$ cat src/rtl/ps2_keyboard_rx.sv
// Host-side PS/2 keyboard receiver: frame capture, set-2 E0/F0 prefix decode, ctrl/shift tracking.
// Optional parity enforcement is enabled by defining PS2_PARITY_CHECK_EN.
module ps2_keyboard_rx #(
  parameter int unsigned Filter  = 3,
  parameter int unsigned Timeout = 8000
) (
  input  logic       clk_i,
  input  logic       reset_i,
  input  logic       key_clk_i,
  input  logic       key_data_i,
  output logic [7:0] data_o,
  output logic       changed_o,
  output logic [7:0] event_code_o,
  output logic       event_release_o,
  output logic       event_extended_o,
  output logic       event_valid_o,
  output logic       ctrl_o,
  output logic       shift_o,
  output logic       frame_error_o
);

  localparam int unsigned FiltW = (Filter > 1) ? $clog2(Filter) : 1;
  localparam int unsigned ToW   = $clog2(Timeout + 1);

  typedef enum logic [1:0] {StIdle, StData, StParity, StStop} state_e;

  // Input conditioning
  logic             kclk_s1_q, kclk_s2_q, kdat_s1_q, kdat_s2_q;
  logic             filt_q, filt_d, filt_prev_q;
  logic [FiltW-1:0] filt_cnt_q, filt_cnt_d;
  logic             fall;

  // Frame FSM and decode state
  state_e           state_q, state_d;
  logic [2:0]       bitcnt_q, bitcnt_d;
  logic [7:0]       shreg_q, shreg_d;
  logic             par_q, par_d;
  logic [ToW-1:0]   to_cnt_q, to_cnt_d;
  logic             ext_q, ext_d, rel_q, rel_d;
  logic             parity_ok;

  logic [7:0]       data_q, data_d, code_q, code_d;
  logic             changed_q, changed_d, valid_q, valid_d;
  logic             release_q, release_d, extended_q, extended_d;
  logic             ctrl_q, ctrl_d, shift_q, shift_d, ferr_q, ferr_d;

  // The filtered clock flips once the synchronized level has disagreed for Filter cycles.
  always_comb begin
    filt_d     = filt_q;
    filt_cnt_d = '0;
    if (kclk_s2_q != filt_q) begin
      if (filt_cnt_q == FiltW'(Filter - 1)) begin
        filt_d = kclk_s2_q;
      end else begin
        filt_cnt_d = filt_cnt_q + FiltW'(1);
      end
    end
  end

  assign fall = filt_prev_q & ~filt_q;

`ifdef PS2_PARITY_CHECK_EN
  assign parity_ok = ^{par_q, shreg_q};
`else
  logic unused_par;
  assign unused_par = par_q;
  assign parity_ok  = 1'b1;
`endif

  always_comb begin
    state_d    = state_q;
    bitcnt_d   = bitcnt_q;
    shreg_d    = shreg_q;
    par_d      = par_q;
    ext_d      = ext_q;
    rel_d      = rel_q;
    data_d     = data_q;
    changed_d  = 1'b0;
    code_d     = code_q;
    release_d  = release_q;
    extended_d = extended_q;
    valid_d    = 1'b0;
    ctrl_d     = ctrl_q;
    shift_d    = shift_q;
    ferr_d     = 1'b0;

    if (fall) begin
      to_cnt_d = '0;
    end else if (to_cnt_q == ToW'(Timeout)) begin
      to_cnt_d = to_cnt_q;
    end else begin
      to_cnt_d = to_cnt_q + ToW'(1);
    end

    if (state_q != StIdle && to_cnt_q == ToW'(Timeout)) begin
      state_d = StIdle;
      ferr_d  = 1'b1;
      ext_d   = 1'b0;
      rel_d   = 1'b0;
    end else if (fall) begin
      unique case (state_q)
        StIdle: begin
          if (!kdat_s2_q) begin
            state_d  = StData;
            bitcnt_d = '0;
          end
        end
        StData: begin
          shreg_d[bitcnt_q] = kdat_s2_q;
          bitcnt_d          = bitcnt_q + 3'd1;
          if (bitcnt_q == 3'd7) begin
            state_d = StParity;
          end
        end
        StParity: begin
          par_d   = kdat_s2_q;
          state_d = StStop;
        end
        StStop: begin
          state_d = StIdle;
          if (kdat_s2_q && parity_ok) begin
            data_d    = shreg_q;
            changed_d = 1'b1;
            if (shreg_q == 8'hE0) begin
              ext_d = 1'b1;
            end else if (shreg_q == 8'hF0) begin
              rel_d = 1'b1;
            end else begin
              code_d     = shreg_q;
              release_d  = rel_q;
              extended_d = ext_q;
              valid_d    = 1'b1;
              ext_d      = 1'b0;
              rel_d      = 1'b0;
              // Left/right modifiers share one flag; E0 12 is a fake shift and is ignored.
              if (shreg_q == 8'h14) begin
                ctrl_d = ~rel_q;
              end else if ((shreg_q == 8'h12 || shreg_q == 8'h59) && !ext_q) begin
                shift_d = ~rel_q;
              end
            end
          end else begin
            ferr_d = 1'b1;
          end
        end
        default: state_d = StIdle;
      endcase
    end
  end

  always_ff @(posedge clk_i) begin
    if (reset_i) begin
      kclk_s1_q   <= 1'b1;
      kclk_s2_q   <= 1'b1;
      kdat_s1_q   <= 1'b1;
      kdat_s2_q   <= 1'b1;
      filt_q      <= 1'b1;
      filt_prev_q <= 1'b1;
      filt_cnt_q  <= '0;
      state_q     <= StIdle;
      bitcnt_q    <= '0;
      shreg_q     <= '0;
      par_q       <= 1'b0;
      to_cnt_q    <= '0;
      ext_q       <= 1'b0;
      rel_q       <= 1'b0;
      data_q      <= '0;
      changed_q   <= 1'b0;
      code_q      <= '0;
      release_q   <= 1'b0;
      extended_q  <= 1'b0;
      valid_q     <= 1'b0;
      ctrl_q      <= 1'b0;
      shift_q     <= 1'b0;
      ferr_q      <= 1'b0;
    end else begin
      kclk_s1_q   <= key_clk_i;
      kclk_s2_q   <= kclk_s1_q;
      kdat_s1_q   <= key_data_i;
      kdat_s2_q   <= kdat_s1_q;
      filt_q      <= filt_d;
      filt_prev_q <= filt_q;
      filt_cnt_q  <= filt_cnt_d;
      state_q     <= state_d;
      bitcnt_q    <= bitcnt_d;
      shreg_q     <= shreg_d;
      par_q       <= par_d;
      to_cnt_q    <= to_cnt_d;
      ext_q       <= ext_d;
      rel_q       <= rel_d;
      data_q      <= data_d;
      changed_q   <= changed_d;
      code_q      <= code_d;
      release_q   <= release_d;
      extended_q  <= extended_d;
      valid_q     <= valid_d;
      ctrl_q      <= ctrl_d;
      shift_q     <= shift_d;
      ferr_q      <= ferr_d;
    end
  end

  assign data_o           = data_q;
  assign changed_o        = changed_q;
  assign event_code_o     = code_q;
  assign event_release_o  = release_q;
  assign event_extended_o = extended_q;
  assign event_valid_o    = valid_q;
  assign ctrl_o           = ctrl_q;
  assign shift_o          = shift_q;
  assign frame_error_o    = ferr_q;

endmodule
$ cat config.mk
export PLATFORM = sky130hd
export DESIGN_NAME = ps2_keyboard_rx
export DESIGN_NICKNAME = d
export VERILOG_FILES = /design/src/rtl/ps2_keyboard_rx.sv
export SDC_FILE = /design/constraint.sdc
export NUM_CORES = 1
export LEC_CHECK = 0
export ABC_CLOCK_PERIOD_IN_PS = 1780
export CAP_MARGIN = 30
export CORE_MARGIN = 2
export CORE_UTILIZATION = 55
export DETAILED_ROUTE_END_ITERATION = 8
export HOLD_SLACK_MARGIN = 0.03
export PLACE_DENSITY = 0.79
export SETUP_SLACK_MARGIN = 0.5
export SKIP_CTS_REPAIR_TIMING = 1
export SYNTH_ARGS = -nofsm -noshare
export SYNTH_HDL_FRONTEND = slang
export SYNTH_SLANG_ARGS = --single-unit
$ cat constraint.sdc
create_clock -name clk_i -period 1.78 [get_ports clk_i]
set_input_delay 0.356 -clock clk_i [delete_from_list [all_inputs] [get_ports clk_i]]
set_output_delay 0.356 -clock clk_i [all_outputs]
set_load 0.05 [all_outputs]
Word-level counts from Yosys, hierarchy flattened
Index checks and enable logic that the tools add are counted. Widths: inputs -> output; s select.

Add/sub/neg operators: 3. Multiplexer cells: 17. Equality and inequality tests: 15. Reduce and logical (&&, ||, !) cells: 23. $lt $le $gt $ge: 2. Bitwise operators: 11.

Operators by type and width (number): $eq 8x5->1 const B (2); $eq 8x8->1 const B (2); $reduce_and 4->1 (4); $add 13x1->13 const B (1); $eq 13x13->1 const B (1); $mux 1 (10); $not 1->1 (10); $bwmux 8 (1); $eq 8x7->1 const B (1); $pmux 2 s4 (1); $reduce_and 8->1 (1); $reduce_and 7->1 (1); $eq 2x2->1 const B (3); $ne 2x2->1 const B (3); $pmux 3 s2 (1); $reduce_and 3->1 (2); $reduce_and 6->1 (1); $reduce_or 6->1 (1); $lt 3x4->1 const B (1); $mux 2 (2); $reduce_bool 2->1 (2); $reduce_or 2->1 (2); $reduce_or 4->1 (1); $add 3x1->3 const B (1); 14 further kinds (16).

Flip-flop bits (word level): 59. Output and inout bits: 23. Bits of input ports: 4. Word-level logic and storage cells: 93.

Depth between registers and ports, before layout
Depth after elaboration: 5. Gate-level depth with buffers: 8. Mapped depth without buffers: 6.

Worst setup path before layout
Ideal clock, no wire load.

Path type: reg-to-reg. Start point: reg to_cnt_q[0]. End point: reg shreg_q[3]. Slack: 0.147 ns. Clock period less this slack: 1.633 ns. Data required time: 1.648 ns. Buffers on the path: 2. Stages on the path, launching flop included: 9. Setup time: 0.132 ns. Data arrival time: 1.501 ns. Path through: dfxtp_1 -> inv_1 -> ha_1 -> and4bb_1 -> and4_1 -> buf_4 -> buf_6 -> o31ai_1 -> a21oi_1.

Word-level cells in the longest chain between the ends: 4.

Ends and longest elaborated chain: start: declaration (RTL line 38) `logic [ToW-1:0] to_cnt_q, to_cnt_d;`; start signal: assignment (RTL line 188) `to_cnt_q <= to_cnt_d;`; $eq 13x13->1 (RTL line 95) `if (state_q != StIdle && to_cnt_q == ToW'(Timeout)) begin`; $logic_and 1x1->1 (RTL line 95); $not 1->1 (no source line); $reduce_and 3->1 (no source line); end signal: assignment (RTL line 186) `shreg_q <= shreg_d;`; end: declaration (RTL line 36) `logic [7:0] shreg_q, shreg_d;`.

No other way between the ends. A chain may end at the register's enable or synchronous reset.

Final worst setup path
Start point: reg state_q[1]. End point: reg shift_q, in the netlist shift_o.

Word-level cells in the longest chain between the ends: 4. Elaborated cells on any way between the ends: 5. Those cells by class: eq/ne (1); bitwise (1); reduce/logical (3).

Ends and longest elaborated chain: start: declaration (RTL line 34) `state_e state_q, state_d;`; start signal: assignment (RTL line 160) `state_q <= StIdle;`; start signal: assignment (RTL line 184) `state_q <= state_d;`; $reduce_bool 2->1 (RTL line 95); $logic_and 1x1->1 (RTL line 95); $not 1->1 (no source line); $reduce_and 8->1 (no source line) (*); end signal: assignment (RTL line 198) `shift_q <= shift_d;`; end: declaration (RTL line 45) `logic ctrl_q, ctrl_d, shift_q, shift_d, ferr_q, ferr_d;`.

Every way passes the cells marked *; elsewhere a longest branch is shown, timed or not.

==> impl_metrics.csv <==
group,metric,value,unit
run_status,status,"finished clean",
layout,diodes,0,
power,p_leak,1.30,nW
timing,rsz0062_at_grt,"true",
floorplan,rows,25,
place,gp_congestion,0.812,
clock_tree,root_buffer,"clkbuf_8",
clock_tree,clk_pin_slew,0.06,ns
layout,drive_above_1_share,37.8,%
floorplan,core,4690,µm²
logic_synthesis,synth-seq-cells,59,
critical_path,reg2reg_setup_slack,0.14,ns
drt,drtAntennaViolNets,0,
critical_path,ff2ff_path_depth,7,
logic_synthesis,synth_compound_gate_area_share,16.5,%
critical_path,critPathCaptureType,"flip-flop",
timing,layout_min_cycle_time,1.64,ns
logic_synthesis,synth_top_family_by_area,"simple AND/OR/NAND/NOR gates",
timing,max_slew_margin,74.4,%
logic_synthesis,syn_inst,293,
floorplan,die_h,73.7,µm
global_route,grt_usage,22.7,%
floorplan,die_width,73.7,µm
timing,fin_setup_tns,0,ns
clock_tree,clock_latency,0.34,ns
drt,viasPerCell,6.08,
timing,max_freq,610,MHz
timing,finalCritPeriodShare,92.1,%
drt,wirelength,6710,µm
timing,setup_viol,0,
place,io_buffer_count,26,
timing,hold_violations,0,
global_route,grt_pass1_vias,2087,
timing,slew_violations,0,
layout,final_common_cell,"dfxtp_1",
floorplan,io_pins,27,
global_route,grt_pass1_wl,9330,µm
logic_synthesis,syn_avg_cell_area,9.11,µm²
worst_hold_path,holdPathStages,1,
logic_synthesis,ys.flop_type,"dfxtp_1",
global_route,grt_overflow,0,
global_route,antenna_found_initial,0,
clock_tree,cts_buffers,9,
drt,avgRoutedWirePerCell,16.9,µm
global_route,grt_max_degree,36,
critical_path,critical_path_class,"reg2reg",
drt,drc,0,
layout,final_cell_mix,"dfxtp_1 (45), buf_4 (41), a21oi_1 (28)",
worst_hold_path,hold_class,"reg2reg",
critical_path,worstSetupStartpointType,"flip-flop",
clock_tree,cts_buffer_depth,2,
place,placed_area,3060,µm²
power,powerDensity,691,nW/µm²
logic_synthesis,synth_edf_count,0,
critical_path,arrival,1.86,ns
clock_tree,cts_sinks,59,
logic_synthesis,ys_seq_area_share,44.3,%
timing,worst_pin_slew,0.383,ns
drt,vias,2418,
critical_path,cpMaxStageDelayCell,"dfxtp_4",
layout,fin_nets,353,
logic_synthesis,synthSimpleGateAreaFrac,25.3,%
logic_synthesis,syn_area,2670,µm²
clock_tree,htreeDepth,3,
drt,dr.pass1.iters,4,
logic_synthesis,post_synth_xor_area_fraction,3.28,%
job,timing.max_cap.violations,0,
floorplan,dieArea,5430,µm²
power,ir_worst_vdd,0.498,mV
critical_path,crit_fanout,8,
floorplan,initial_core_util,56.9,%
drt,initialDrtViolationCount,173,
layout,design_area,3600,µm²
timing,finClkSkew,0.00925,ns
critical_path,crit_chain,"inv_2, ha_4, nor2b_2, nand4_1, buf_12, nand4_4, mux2_4",
logic_synthesis,yosys-mux-area-fraction,1.31,%
critical_path,required,2.01,ns
logic_synthesis,yosys_warnings,0,
place,dp_hpwl,3870,µm
power,finalPower,2.49,mW
logic_synthesis,synthDistinctLibCells,45,
logic_synthesis,ys_async_sr_fraction,0,%
logic_synthesis,syn_nets,307,
timing,whs,0.411,ns
layout,multi_input_area,1620,µm²
clock_tree,cts_tree,"built",
critical_path,cpPeakStageDelay,0.37,ns
logic_synthesis,synthAdderAreaFrac,4.69,%
layout,fillCellCount,324,
layout,ff_latch_area,1220,µm²
layout,syn_to_final_growth,34.8,%
## metal layers
metal,vias up,track usage [%],wire length [µm]
met2,75,39.5,3470
li1,1174,-,-
met1,1156,25.1,2750
met5,-,0,0
met4,0,11.5,148
met3,13,6.58,349
## cell families (layout without fill, tap and decap cells)
logic type | after synthesis | in the layout
simple gates | 112 | 113
compound gates | 73 | 73
flops | 59 | 59
buf+inv | 26 | 76
fa+ha+maj | 10 | 10
xor+xnor | 10 | 10
mux | 3 | 3
## cell type report
type	count	share of cell area, %
clock buffers	14	4.52
well taps	54	1.88
clock inverters	2	0.278
repair buffers	52	13.7
multi-input cells	209	45.0
flip-flops and latches	59	33.8
inverters	8	0.835
## worst max-delay path: cells and delay by family, from the launching register on
family,cells,cell delay [ns]
fa+ha+maj,1,0.18
buf+inv,2,0.28
simple gates,3,0.40
mux,1,0.29
flops,1,0.37
## cell usage after synthesis (7+ instances only)
cell      count  area share [%]
xnor2_1       7             2.3
buf_2         7             1.3
ha_1         10             4.7
a21oi_1      34             6.4
nor2_1       17             2.4
clkbuf_1      7            0.98
dfxtp_1      59              44
nand4_1      13             3.0
o21ai_0      25             4.7
nor3_1       10             1.9
inv_1         8             1.1
nand3_1      20             3.8
## report_power, final
group	leakage, nW	switching, mW	internal (mW)
registers	0.484	0.00993	1.32
logic	0.729	0.0471	0.0350
clock network	0.0905	0.492	0.578
total	1.30	0.549	1.94
## registers in the layout (all words and copies together), names as in the netlist, 2 cells and up
signal        cells
event_code_o      8
bitcnt_q          3
shreg_q           8
to_cnt_q         13
filt_cnt_q        2
state_q           2
data_o            8
## metrics by stage
step | worst slack (ns) | utilization (%) | std cells
after floorplan | 0.277 | - | 293
after global placement | 0.184 | 65.1 | 368
after detailed placement | 0.108 | 65.1 | 368
after CTS | 0.101 | 68.8 | 384
after global routing | 0.0675 | 76.7 | 398
final | 0.141 | 76.7 | 398
## final timing paths
path,from,end
worst max register to register,state_q[1]$_SDFFE_PP0P_,shift_o$_SDFFE_PP0P_
worst max-delay path,state_q[1]$_SDFFE_PP0P_,shift_o$_SDFFE_PP0P_
worst min-delay path,kclk_s1_q$_SDFF_PP1_,kclk_s2_q$_SDFF_PP1_
worst min register to register,kclk_s1_q$_SDFF_PP1_,kclk_s2_q$_SDFF_PP1_
No activity file was read; power rests on OpenSTA's default activity.
